--- config.mk ---
export PLATFORM = sky130hd
export DESIGN_NAME = bit_unstuffer
export DESIGN_NICKNAME = d
export VERILOG_FILES = /design/src/rtl/usb_rx_pkg.sv /design/src/rtl/bit_unstuffer_fsm.sv /design/src/rtl/bit_unstuffer.sv
export SDC_FILE = /design/constraint.sdc
export NUM_CORES = 1
export LEC_CHECK = 0
export CAP_MARGIN = 20
export CORE_UTILIZATION = 35
export CTS_BUF_LIST = sky130_fd_sc_hd__clkbuf_16
export DETAILED_ROUTE_END_ITERATION = 16
export PLACE_DENSITY_LB_ADDON = 0.08
export SYNTH_ARGS = -nofsm -noshare
export SYNTH_HDL_FRONTEND = slang
export SYNTH_SLANG_ARGS = --single-unit
--- constraint.sdc ---
create_clock -name clock -period 2 [get_ports clock]
set_clock_uncertainty 0.2 [all_clocks]
set_input_delay 0.3 -clock clock [delete_from_list [all_inputs] [get_ports clock]]
set_output_delay 0.3 -clock clock [all_outputs]
set_load 0.01 [all_outputs]
--- src/rtl/usb_rx_pkg.sv ---
// ----------------------------------------------------------------------------
// usb_rx_pkg
// Shared definitions for the USB receive path: SYNC field description,
// bit-stuffing run length, the unstuffer state encoding and the control
// word the unstuffer FSM hands to its datapath.
// These constants are shared with the transmit-side bit stuffer and the
// tests, so they must stay in sync with the line protocol.
// ----------------------------------------------------------------------------
package usb_rx_pkg;

   // Consecutive 1s after which the next bit on the wire is a stuffed 0.
   localparam int MAX_ONES = 6;

   // SYNC field length and pattern in arrival order (bit[0] arrives first):
   // seven 0s followed by a single 1.
   localparam int               SYNC_LEN     = 8;
   localparam logic [SYNC_LEN-1:0] SYNC_PATTERN = 8'b1000_0000;

   // Counter widths: sync_cnt indexes SYNC_PATTERN, ones_cnt counts 0..MAX_ONES.
   localparam int SYNC_CNT_W = 3;
   localparam int ONES_CNT_W = 3;

   typedef enum logic [1:0] {
      IDLE  = 2'd0,
      SYNC  = 2'd1,
      DATA  = 2'd2,
      ERROR = 2'd3
   } rx_unstuff_state_t;

   // One-cycle control strobes decoded by the FSM for the datapath.
   typedef struct packed {
      logic start;       // first bit of a new packet (from IDLE)
      logic sync_fail;   // SYNC mismatch or packet ended inside SYNC
      logic sync_adv;    // SYNC bit matched, more SYNC bits to come
      logic enter_data;  // final SYNC bit matched, payload follows
      logic emit;        // payload bit goes out with out_valid
      logic drop_stuff;  // stuffed 0 consumed silently
      logic stuff_fail;  // 1 seen where a stuffed 0 was required
      logic busy_next;   // next state is SYNC or DATA
   } unstuff_ctrl_t;

   // Expected SYNC bit for a given arrival position.
   function automatic logic sync_bit(input logic [SYNC_CNT_W-1:0] idx);
      return SYNC_PATTERN[idx];
   endfunction

endpackage

--- src/rtl/bit_unstuffer_fsm.sv ---
// ----------------------------------------------------------------------------
// bit_unstuffer_fsm
// State register and next-state / control decode for the bit unstuffer.
// The datapath (counters and output registers) lives in bit_unstuffer and
// is steered by the ctrl strobes produced here.
//
// Ports
//   clock        in   system clock, state changes on posedge
//   reset        in   asynchronous active-high reset, forces IDLE
//   nrzi_sending in   a decoded bit is present this cycle
//   in_bit       in   decoded bit
//   sync_bit_ok  in   in_bit equals the SYNC bit expected at this position
//   sync_last    in   current SYNC position is the final SYNC bit
//   stuff_slot   in   MAX_ONES 1s seen, this bit must be a stuffed 0
//   state        out  current state (also serves as debug visibility)
//   ctrl         out  decoded control strobes for this cycle
// ----------------------------------------------------------------------------
module bit_unstuffer_fsm
   import usb_rx_pkg::*;
(
   input  logic              clock,
   input  logic              reset,
   input  logic              nrzi_sending,
   input  logic              in_bit,
   input  logic              sync_bit_ok,
   input  logic              sync_last,
   input  logic              stuff_slot,
   output rx_unstuff_state_t state,
   output unstuff_ctrl_t     ctrl
);

   rx_unstuff_state_t next_state;

   always_comb begin
      ctrl       = '0;
      next_state = state;
      unique case (state)
         IDLE: begin
            if (nrzi_sending) begin
               ctrl.start = 1'b1;
               // The first SYNC bit is checked like every other SYNC bit.
               if (sync_bit_ok) begin
                  next_state = SYNC;
               end else begin
                  ctrl.sync_fail = 1'b1;
                  next_state     = ERROR;
               end
            end
         end
         SYNC: begin
            if (!nrzi_sending) begin
               // Packet ended before SYNC completed: a short packet.
               ctrl.sync_fail = 1'b1;
               next_state     = IDLE;
            end else if (!sync_bit_ok) begin
               ctrl.sync_fail = 1'b1;
               next_state     = ERROR;
            end else if (sync_last) begin
               ctrl.enter_data = 1'b1;
               next_state      = DATA;
            end else begin
               ctrl.sync_adv = 1'b1;
            end
         end
         DATA: begin
            if (!nrzi_sending) begin
               // Ending on a pending stuff slot is a legal packet end.
               next_state = IDLE;
            end else if (stuff_slot) begin
               if (in_bit) begin
                  ctrl.stuff_fail = 1'b1;
                  next_state      = ERROR;
               end else begin
                  ctrl.drop_stuff = 1'b1;
               end
            end else begin
               ctrl.emit = 1'b1;
            end
         end
         ERROR: begin
            if (!nrzi_sending) begin
               next_state = IDLE;
            end
         end
         default: begin
            next_state = IDLE;
         end
      endcase
      ctrl.busy_next = (next_state == SYNC) || (next_state == DATA);
   end

   always_ff @(posedge clock or posedge reset) begin
      if (reset) begin
         state <= IDLE;
      end else begin
         state <= next_state;
      end
   end

endmodule

--- src/rtl/bit_unstuffer.sv ---
// ----------------------------------------------------------------------------
// bit_unstuffer
// Receive-path stage after the NRZI decoder. Checks and strips the SYNC
// field, removes the stuffed 0 following every run of MAX_ONES 1s, and
// emits payload bits with a per-bit valid strobe. All outputs are
// registered: a bit sampled on edge N is visible after edge N.
//
// Ports
//   clock            in   system clock
//   reset            in   asynchronous active-high reset
//   in_bit           in   decoded bit, meaningful while nrzi_sending=1
//   nrzi_sending     in   high for every cycle carrying a decoded bit
//   out_bit          out  unstuffed payload bit (0 when out_valid=0)
//   out_valid        out  out_bit is a payload bit this cycle
//   unstuff_sending  out  packet in progress (SYNC or DATA)
//   sync_error       out  sticky SYNC error for the current/last packet
//   stuff_error      out  sticky stuffing error for the current/last packet
// ----------------------------------------------------------------------------
module bit_unstuffer
   import usb_rx_pkg::*;
(
   input  logic clock,
   input  logic reset,
   input  logic in_bit,
   input  logic nrzi_sending,
   output logic out_bit,
   output logic out_valid,
   output logic unstuff_sending,
   output logic sync_error,
   output logic stuff_error
);

   rx_unstuff_state_t     state;
   unstuff_ctrl_t         ctrl;
   logic [SYNC_CNT_W-1:0] sync_cnt;
   logic [SYNC_CNT_W-1:0] sync_idx;
   logic [ONES_CNT_W-1:0] ones_cnt;
   logic                  sync_bit_ok;
   logic                  sync_last;
   logic                  stuff_slot;

   // In IDLE the incoming bit is always SYNC position 0, regardless of
   // whatever sync_cnt was left holding.
   assign sync_idx    = (state == IDLE) ? '0 : sync_cnt;
   assign sync_bit_ok = (in_bit == sync_bit(sync_idx));
   assign sync_last   = (sync_cnt == SYNC_CNT_W'(SYNC_LEN - 1));
   assign stuff_slot  = (ones_cnt == ONES_CNT_W'(MAX_ONES));

   bit_unstuffer_fsm u_fsm (
      .clock        (clock),
      .reset        (reset),
      .nrzi_sending (nrzi_sending),
      .in_bit       (in_bit),
      .sync_bit_ok  (sync_bit_ok),
      .sync_last    (sync_last),
      .stuff_slot   (stuff_slot),
      .state        (state),
      .ctrl         (ctrl)
   );

   // SYNC position counter: 1 after the first SYNC bit, cleared once the
   // SYNC field is left for any reason.
   always_ff @(posedge clock or posedge reset) begin
      if (reset) begin
         sync_cnt <= '0;
      end else if (ctrl.start) begin
         sync_cnt <= SYNC_CNT_W'(1);
      end else if (ctrl.sync_adv) begin
         sync_cnt <= sync_cnt + SYNC_CNT_W'(1);
      end else begin
         sync_cnt <= '0;
      end
   end

   // Run-of-ones counter. SYNC ends in a 1, so the run starts at 1 when
   // payload begins. It never exceeds MAX_ONES: reaching it makes the next
   // bit a stuff slot, which either clears it or ends the packet in ERROR.
   always_ff @(posedge clock or posedge reset) begin
      if (reset) begin
         ones_cnt <= '0;
      end else if (ctrl.start || ctrl.drop_stuff) begin
         ones_cnt <= '0;
      end else if (ctrl.enter_data) begin
         ones_cnt <= ONES_CNT_W'(1);
      end else if (ctrl.emit) begin
         ones_cnt <= in_bit ? (ones_cnt + ONES_CNT_W'(1)) : '0;
      end
   end

   // Payload output registers. out_bit is forced to 0 whenever no payload
   // bit is being presented.
   always_ff @(posedge clock or posedge reset) begin
      if (reset) begin
         out_bit         <= 1'b0;
         out_valid       <= 1'b0;
         unstuff_sending <= 1'b0;
      end else begin
         out_bit         <= ctrl.emit & in_bit;
         out_valid       <= ctrl.emit;
         unstuff_sending <= ctrl.busy_next;
      end
   end

   // Sticky error flags: cleared only at the start of the next packet.
   // A first-bit SYNC mismatch is reported on the same edge that starts
   // the packet, so it takes priority over the clear.
   always_ff @(posedge clock or posedge reset) begin
      if (reset) begin
         sync_error  <= 1'b0;
         stuff_error <= 1'b0;
      end else begin
         if (ctrl.start) begin
            sync_error <= ctrl.sync_fail;
         end else if (ctrl.sync_fail) begin
            sync_error <= 1'b1;
         end

         if (ctrl.start) begin
            stuff_error <= 1'b0;
         end else if (ctrl.stuff_fail) begin
            stuff_error <= 1'b1;
         end
      end
   end

endmodule

## Yosys cells after proc, flatten, opt, wreduce, memory -nomap -nowiden

Memory sizes are Yosys's and may differ from the RTL's.
Index checks and enable logic that the tools add are counted.

| word-level totals | value |
|---|---|
| input port bits | 4 |
| output and inout bits | 5 |
| ROM bits | 8 |
| latch bits | 0 |
| bits in writable memories | 0 |
| memories | 1 |
| register bits | 13 |

Memories:

| name | words | bits a word | read ports | clocked after memory_dff | write ports | RTL line | source |
|---|---|---|---|---|---|---|---|
| (name not given) | 8 | 1 | 1 | 0 | 0 | usb_rx_pkg.sv:44 | `return SYNC_PATTERN[idx];` |

| operators by class | value |
|---|---|
| magnitude comparators | 1 |
| equality and inequality tests | 8 |
| reductions and logical operators | 6 |
| divide/modulo/power cells | 0 |
| add/sub/neg operators | 2 |
| $mul | 0 |
| bitwise gates (word level) | 1 |
| shifts and indexed selects | 0 |
| mux-type cells | 38 |

Operators with widths:

| cell | number |
|---|---|
| $mux W2 | 14 |
| $mux W3 | 9 |
| $mux W1 | 13 |
| $pmux W2 S4 | 1 |
| $add A3 B1 Y3 const B | 2 |
| $eq A2 B2 Y1 const B | 3 |
| $eq A3 B3 Y1 const B | 2 |
| $eq A2 B1 Y1 const B | 2 |
| $lt A3 B4 Y1 const B | 1 |
| $reduce_bool A2 Y1 | 2 |
| $reduce_bool A3 Y1 | 1 |
| $logic_not A2 Y1 | 1 |
| $logic_or A1 B1 Y1 | 2 |
| $pmux W1 S2 | 1 |
| $and A1 B1 Y1 | 1 |
| $eq A1 B1 Y1 | 1 |

## Depth between registers and ports, before layout

Gate-level depths: netlist (run 1).

| logic depth | value |
|---|---|
| word-level depth | 10 |
| depth in mapped cells | 6 |
| gate-level depth less buffers | 6 |

## Modules after synthesis

A second synthesis (run 1) with hierarchy kept.

| second synthesis, totals | value |
|---|---|
| cells, all modules | 65 |
| area total of the unflattened synthesis | 648.1 sq um |

By module, submodules not included:

| module | cells each | area each (sq um) | instances |
|---|---|---|---|
| bit_unstuffer | 41 | 470.5 | 1 |
| bit_unstuffer_fsm | 24 | 177.7 | 1 |

## Worst setup path before layout (run 1)

Ideal clock, no wire load.

| timing | value |
|---|---|
| path type | register to register |
| start point | register ones_cnt[0] |
| end point | register ones_cnt[1] |
| data arrival time | 1.264 ns |
| path slack | 0.459 ns |
| library setup time | 0.077 ns |
| stages on the path, launching flop included | 7 |
| cells stage by stage | dfrtp_1 inv_1 ha_1 nand2_1 nand2_2 or3_1 a21oi_1 |

| between the ends | value |
|---|---|
| cells in the longest elaborated chain, start to end | 6 |
| elaborated cells on any way between the ends | 12 |
| classes of those cells | add/sub: 1; eq/ne: 1; mux: 8; reduce/logical: 2 |

RTL lines:

| element | RTL line | source |
|---|---|---|
| start: declaration | bit_unstuffer.sv:37 | `logic [ONES_CNT_W-1:0] ones_cnt;` |
| start signal: assignment | bit_unstuffer.sv:86 | `ones_cnt <= in_bit ? (ones_cnt + ONES_CNT_W'(1)) : '0;` |
| branches (longest 6 deep; another with $add A3 B1 Y3) | -- |  |

Parallel ways; which one is timed is not known. The select of a mux whose other input is x is not followed.
A chain may end at the register's enable or synchronous reset.

## Worst setup path after layout (run 1)

| timing | value |
|---|---|
| start point | input port in_bit |
| end point | register ones_cnt[0] |

| between the ends | value |
|---|---|
| cells in the longest elaborated chain, start to end | 6 |
| elaborated cells on any way between the ends | 14 |
| classes of those cells | eq/ne: 1; mux: 11; reduce/logical: 2 |

RTL lines:

| element | RTL line | source |
|---|---|---|
| start: declaration | bit_unstuffer.sv:24 | `input logic in_bit,` |
| $eq A1 B1 Y1 or $mux W1 (tied branches) | bit_unstuffer.sv:45, bit_unstuffer_fsm.sv:70 |  |
| $mux W2 (on tied branches) | bit_unstuffer_fsm.sv:55, bit_unstuffer_fsm.sv:69 |  |
| $mux W2 or $mux W3 (tied branches) | bit_unstuffer_fsm.sv:51, bit_unstuffer_fsm.sv:66 |  |
| $mux W2 or $mux W3 (tied branches) | bit_unstuffer_fsm.sv:37 | `unique case (state)` |
| $mux W3 or $logic_or A1 B1 Y1 (tied branches) | bit_unstuffer.sv:83, bit_unstuffer.sv:81 |  |
| $mux W3 or $reduce_bool A3 Y1 (tied branches) | -- |  |

Parallel ways exist; a longest one is shown, timed or not. The select of a mux whose other input is x is not followed.

==> flow_summary.yaml, run 1 <==
drt:
  vias: 571
  viasPerCell: 5.009
  drc: 0
  postRouteAntennaNets: 0
  drtIter0Drc: 17
  first_pass_iters: 4
  wl_per_cell_um: 12.61
  wl_um: 1437
floorplan:
  die_h_um: 47.34
  die_area_um2: 2241
  row_count: 16
  coreArea_um2: 1942
  top_level_ports: 9
  start_util_pct: 37.05
  die_w_um: 47.34
layout:
  area_growth_pct: 26.96
  nFillCells: 198
  drive_gt1_share_pct: 12.64
  multi_input_area_um2: 346.6
  antenna_cells: 0
  nets: 96
  register_area_um2: 325.3
logic_synthesis:
  syn_nets: 83
  synth-edff-count: 0
  yosysSeqAreaShare_pct: 45.22
  synth_flop_cell: "dfrtp_1"
  syn_inst: 75
  postSynth.asyncResetShare_pct: 100.0
  ys_top_cells_by_area: "dfrtp_1 (45%), ha_1 (7.0%), a21oi_1 (4.9%), nor2_1 (4.2%), inv_1 (3.7%)"
  synthTopCellsByCount: "dfrtp_1 (13), nor2_1 (8), a21oi_1 (7), inv_1 (7), nand2_1 (5)"
  ys_warn_count: 0
  syn-cell-area_um2: 719.4
  yosysTopAreaCell: "dfrtp_1"
  syn_avg_cell_area_um2: 9.593
  yosysMostFrequentCell: "dfrtp_1"
  synth_cell_types: 27
  ys_ff_latch: 13
  yosysTopAreaCellShare_pct: 45.22
run_status:
  outcome: "finished, final reports clean"
clock_tree:
  postCtsSetupBuffers: 0
  clkTransAtPathRegs_ns: 0.05
  clkSinkCount: 13
  root_buffer: "clkbuf_16"
  cts_resized: 0
  hold_buffers: 0
  htreeDepth: 1
  worstSkewPairLatency_ns: 0.24
  numCtsBuffers: 3
  cts.path.max_buffers: 2
  cts_tree: "built"
grt:
  grt_util_met1_pct: 21.70
  grt_start_max_net_pins: 14
  grt-ovfl-total: 0
  top_usage_layer: "met1"
  use_met3_pct: 4.615
  antenna_found_initial: 0
  gr-usage-all-layers_pct: 15.11
  grt_pass1_wl_um: 2304
  grt_pass1_vias: 522
  use_met2_pct: 21.37
timing:
  tightestPinTransition_ns: 0.4975
  fin_crit_sh_pct: 87.18
  slew_viol_final: 0
  whs_ns: 0.1825
  max_freq_ghz: 0.5735
  hold_viol_final: 0
  rsz0062_at_grt: "no"
  fin_setup_tns_ns: 0
  relSlewSlack_pct: 66.80
  min_period_ns: 1.744
  finalSetupViolCount: 0
placement:
  gp_congestion: 0.8631
  hpwlAfterDp_um: 1012
  port_buffers: 8
pwr:
  combPwrFrac_pct: 12.4
  clock_power_share_pct: 48.9
  power_density_nw_per_um2: 840.3
  p_int_uw: 589.7
  p_sw_uw: 177.8
  power_leakage_uw: 0.0004199
  ir_drop_mv: 0.5067
  switching_share_pct: 23.16
  seq_power_share_pct: 38.7
worst_setup_path:
  r2r-start: "sync_cnt[0]"
  worstReg2RegEnd: "ones_cnt[0]"
  start_kind: "input pin"
  crit_type: "in2reg"
  r2r_slack_ns: 0.31
  endpoint_kind: "flop"
  cp_max_fo: 6
  crit_arrival_ns: 1.70
  reg2regPathDepth: 5
  startpoint: "in_bit"
  crit_path_end: "ones_cnt[0]"
  worst_ep_required_time_ns: 1.96
hold_path:
  hp-class: "in2async"
flow_run:
  cap_violations: 0
==> per-stage QoR <==
step / area (um2) / total power, uW / worst slack [ns] / utilization (%) / instances
2_1_floorplan: 719.4 / 362.0 / 0.4587 / - / 75
3_3_place_gp: 834.6 / 396.2 / 0.1264 / 42.98 / 110
3_5_place_dp: 834.6 / 396.3 / 0.03675 / 42.98 / 110
4_1_cts: 913.4 / 772.2 / 0.2778 / 47.04 / 114
5_1_grt: 913.4 / 800.7 / 0.1572 / 47.04 / 114
6_report: 913.4 / 767.5 / 0.2564 / 47.04 / 114
==> state kept, by name, summed over array words and instances, names as in the netlist <==
register and cells:
sync_cnt 3, out_valid 1, out_bit 1, sync_error 1, ones_cnt 3, unstuff_sending 1, stuff_error 1, u_fsm.state 2
==> final cells by class <==
cell class                 count  area share, %
clock buffer                   3          8.219
clock inverter                 1         0.4110
inverter                       7          2.877
multi-input combinational     52          37.95
sequential                    13          35.62
tap                           27          3.699
timing repair buffer          11          11.23
==> routing by layer <==
metal / share of wire, % / wire (um)
met1: 49 / 702
met3: 4.5 / 64
met5: 0 / 0
met2: 44 / 635
met4: 2.4 / 34
==> layout by cell type, fill, tap and decap left out, types with 3 or more instances in the layout <==
master | Yosys | final
clkbuf_16 | 0 | 3
clkdlybuf4s50_1 | 0 | 8
buf_4 | 0 | 3
ha_1 | 4 | 4
a31oi_1 | 3 | 3
a21oi_1 | 7 | 7
nor2_1 | 8 | 8
nand2_1 | 5 | 5
nor3_1 | 4 | 4
inv_1 | 7 | 8
dfrtp_1 | 13 | 13
==> cells by family (layout without fill, tap and decap cells) <==
family	count (synthesis)	in the layout	synth area share [%]
adders and majority gates	4	4	6.957
muxes	1	1	1.391
AOI/OAI and AO/OA	19	19	18.09
and+or+nand+nor	28	28	21.74
DFF	13	13	45.22
buffers and inverters	10	22	6.609
==> how the worst min path moves through the flow <==
stage | start | endpoint | slack [ns] | depth (start not counted)
final | reset | stuff_error | 0.18 | 2
after global routing | reset | stuff_error | 0.25 | 2
after CTS | reset | stuff_error | 0.21 | 2
after detailed placement | stuff_error | stuff_error | 0.29 | 2
after global placement | stuff_error | stuff_error | 0.30 | 2
after floorplan | reset | ones_cnt[0] | -0.02 | 1
==> critical path, stage by stage <==
cell and delay (ns):
clkdlybuf4s50_1 0.49, a31oi_1 0.31, o21ai_2 0.14, nor3_2 0.25, a2bb2oi_1 0.21
==> power by group through the flow <==
| stage | combinational [uW] | clock [uW] | sequential (uW) |
|---|---|---|---|
| after detailed placement | 96.0 | 0 | 300 |
| after floorplan | 67.8 | 0 | 294 |
| after CTS | 97.0 | 379 | 297 |
| after global placement | 94.9 | 0 | 301 |
| after global routing | 108 | 394 | 299 |
| final | 95.3 | 375 | 297 |
Note: power is estimated with default switching activity, not from simulation.
==> run 2: changes to the inputs <==
--- a/config.mk
+++ b/config.mk
@@ -9,6 +9,7 @@
 export CORE_UTILIZATION = 35
 export CTS_BUF_LIST = sky130_fd_sc_hd__clkbuf_16
 export DETAILED_ROUTE_END_ITERATION = 16
+export DONT_BUFFER_PORTS = 1
 export PLACE_DENSITY_LB_ADDON = 0.08
 export SYNTH_ARGS = -nofsm -noshare
 export SYNTH_HDL_FRONTEND = slang
==> run 2 against run 1 <==
Net effect:
- combinational power fell by 22%
- global-route usage increased by 0.11 points
- count of clock-buffer cells in the layout is the same
- hold slack worse by 0.16 ns
- critical path depth rose by 1
- die area did not move
- first-iteration DRC count down 53%
- via count fell by 6.3%
- setup slack improved by 0.041 ns
- critical endpoint is now ones_cnt[1]
==> flow_summary.yaml, run 2 (synthesis results as in run 1) <==
run_status:
  outcome: "finished, final reports clean"
timing:
  fin_setup_tns_ns: 0
  finalSetupViolCount: 0
  max_freq_ghz: 0.5872
  relSlewSlack_pct: 65.65
  rsz0062_at_grt: "no"
  min_period_ns: 1.703
  hold_viol_final: 0
  fin_crit_sh_pct: 85.15
  tightestPinTransition_ns: 0.5147
  slew_viol_final: 0
worst_setup_path:
  r2r_slack_ns: 0.30
  crit_arrival_ns: 1.66
  start_kind: "flop"
  cp_max_fo: 5
  cpMaxStageDelayCell: "dfrtp_1"
  path_cells: "inv_1 -> ha_1 -> nand2_1 -> nand2_2 -> or3_1 -> a21oi_1"
  crit_type: "reg2reg"
  worst_ep_required_time_ns: 1.96
  endpoint_kind: "flop"
  r2r-start: "ones_cnt[0]"
  reg2regPathDepth: 6
  worstReg2RegEnd: "ones_cnt[1]"
  slowest_delay_ns: 0.35
drt:
  drt-met1-wl_um: 683
  drtIter0Drc: 8
  wl_met2_um: 657
  wl_um: 1404
  postRouteAntennaNets: 0
  wl_per_cell_um: 13.25
  drc: 0
  viasPerCell: 5.047
  top_layer: "met4"
  dr_wl_met3_um: 52
  vias: 535
  first_pass_iters: 3
clock_tree:
  cts.path.max_buffers: 2
  root_buffer: "clkbuf_16"
  numCtsBuffers: 3
  clkSinkCount: 13
  htreeDepth: 1
  worstSkewPairLatency_ns: 0.24
  cts_tree: "built"
  clkTransAtPathRegs_ns: 0.04
floorplan:
  die_w_um: 47.34
  die_h_um: 47.34
  top_level_ports: 9
  row_count: 16
  die_area_um2: 2241
  start_util_pct: 37.05
  coreArea_um2: 1942
pwr:
  combPwrFrac_pct: 10.0
  p_sw_uw: 163.6
  power_leakage_uw: 0.0003891
  power_density_nw_per_um2: 881.3
  clock_power_share_pct: 49.6
  seq_power_share_pct: 40.4
  p_int_uw: 575.2
  switching_share_pct: 22.14
  ir_drop_mv: 0.5792
grt:
  antenna_found_initial: 0
  grt_start_max_net_pins: 14
  grt_pass1_wl_um: 2208
  gr-usage-all-layers_pct: 15.22
  grt-ovfl-total: 0
  grt_pass1_vias: 493
placement:
  port_buffers: 0
  hpwlAfterDp_um: 996.5
  dpl.cell_count: 100
  gp_congestion: 0.7275
layout:
  stdcell_count: 106
  antenna_cells: 0
  drive_gt1_share_pct: 11.39
  reg_top3: "ones_cnt: 3 flops, sync_cnt: 3 flops, u_fsm.state: 2 flops"
  area_growth_pct: 16.52
  mostFrequentLayoutCell: "dfrtp_1"
  nets: 88
  layout_common_cells: "dfrtp_1 (13), inv_1 (8), nor2_1 (8)"
hold_path:
  hp-class: "in2reg"
  holdPathEnd: "stuff_error"
  hold_start: "in_bit"
  holdPathStages: 2
flow_run:
  cap_violations: 0
## run 2: cell types whose count changed in the layout (fill, tap and decap cells not counted), sizes merged
cell           before  now
clkdlybuf4s50       8    0
buf                 3    1
dlygate4sd3         0    2
## run 2: critical path, delay by kind of cell (launching register included)
family                   cells  cell delay (ns)
buffers and inverters        1             0.07
flip-flops                   1             0.35
adder cells (fa/ha/maj)      1             0.23
AND/OR/NAND/NOR              3             0.62
AO/OA/AOI/OAI                1             0.15
## run 2: worst max-delay path by stage
stage	slack [ns]	endpoint	from
after detailed placement	0.30	ones_cnt[1]	ones_cnt[0]
after CTS	0.28	ones_cnt[1]	ones_cnt[0]
after floorplan	0.46	ones_cnt[1]	ones_cnt[0]
after global routing	0.17	ones_cnt[1]	ones_cnt[0]
final	0.30	ones_cnt[1]	ones_cnt[0]
after global placement	0.25	ones_cnt[1]	ones_cnt[0]
## run 2: cell type report
class / instances / area, um2
clock buffer: 3 / 75.07
timing repair buffer: 3 / 27.53
fill: 191 / 1104
sequential: 13 / 325.3
clock inverter: 1 / 3.754
tap: 27 / 33.78
multi-input combinational: 52 / 346.6
inverter: 7 / 26.28
## run 2: layer usage
layer / track usage (%) / up-vias
met5: 0 / -
met1: 18.46 / 256
met3: 8.077 / 2
met4: 5.143 / 0
li1: - / 269
met2: 23.01 / 8
## run 2: timing repair
action	4_1_cts	5_1_grt
gates resized for setup	0	0
hold endpoints to repair	14	0
buffers inserted	0	0
hold buffers	2	0
## run 2: metrics by stage
stage	utilization [%]	power, uW	hold WS (ns)	setup slack (ns)	area [um2]
floorplan	-	362.0	-0.02304	0.4587	719.4
global placement	38.08	373.5	0.05465	0.2515	739.5
finish	43.17	738.8	0.02052	0.2969	838.3
CTS	43.17	754.8	0.02039	0.2847	838.3
detailed placement	38.08	374.3	0.06101	0.2992	739.5
global route	43.17	781.2	0.02330	0.1685	838.3
## run 2: power groups by stage
stage	registers [uW]	clock network (uW)	logic, uW
2_1_floorplan	294	0	67.8
6_report	298	366	74.1
3_3_place_gp	302	0	71.5
4_1_cts	299	381	75.1
3_5_place_dp	303	0	71.5
5_1_grt	302	395	85.1
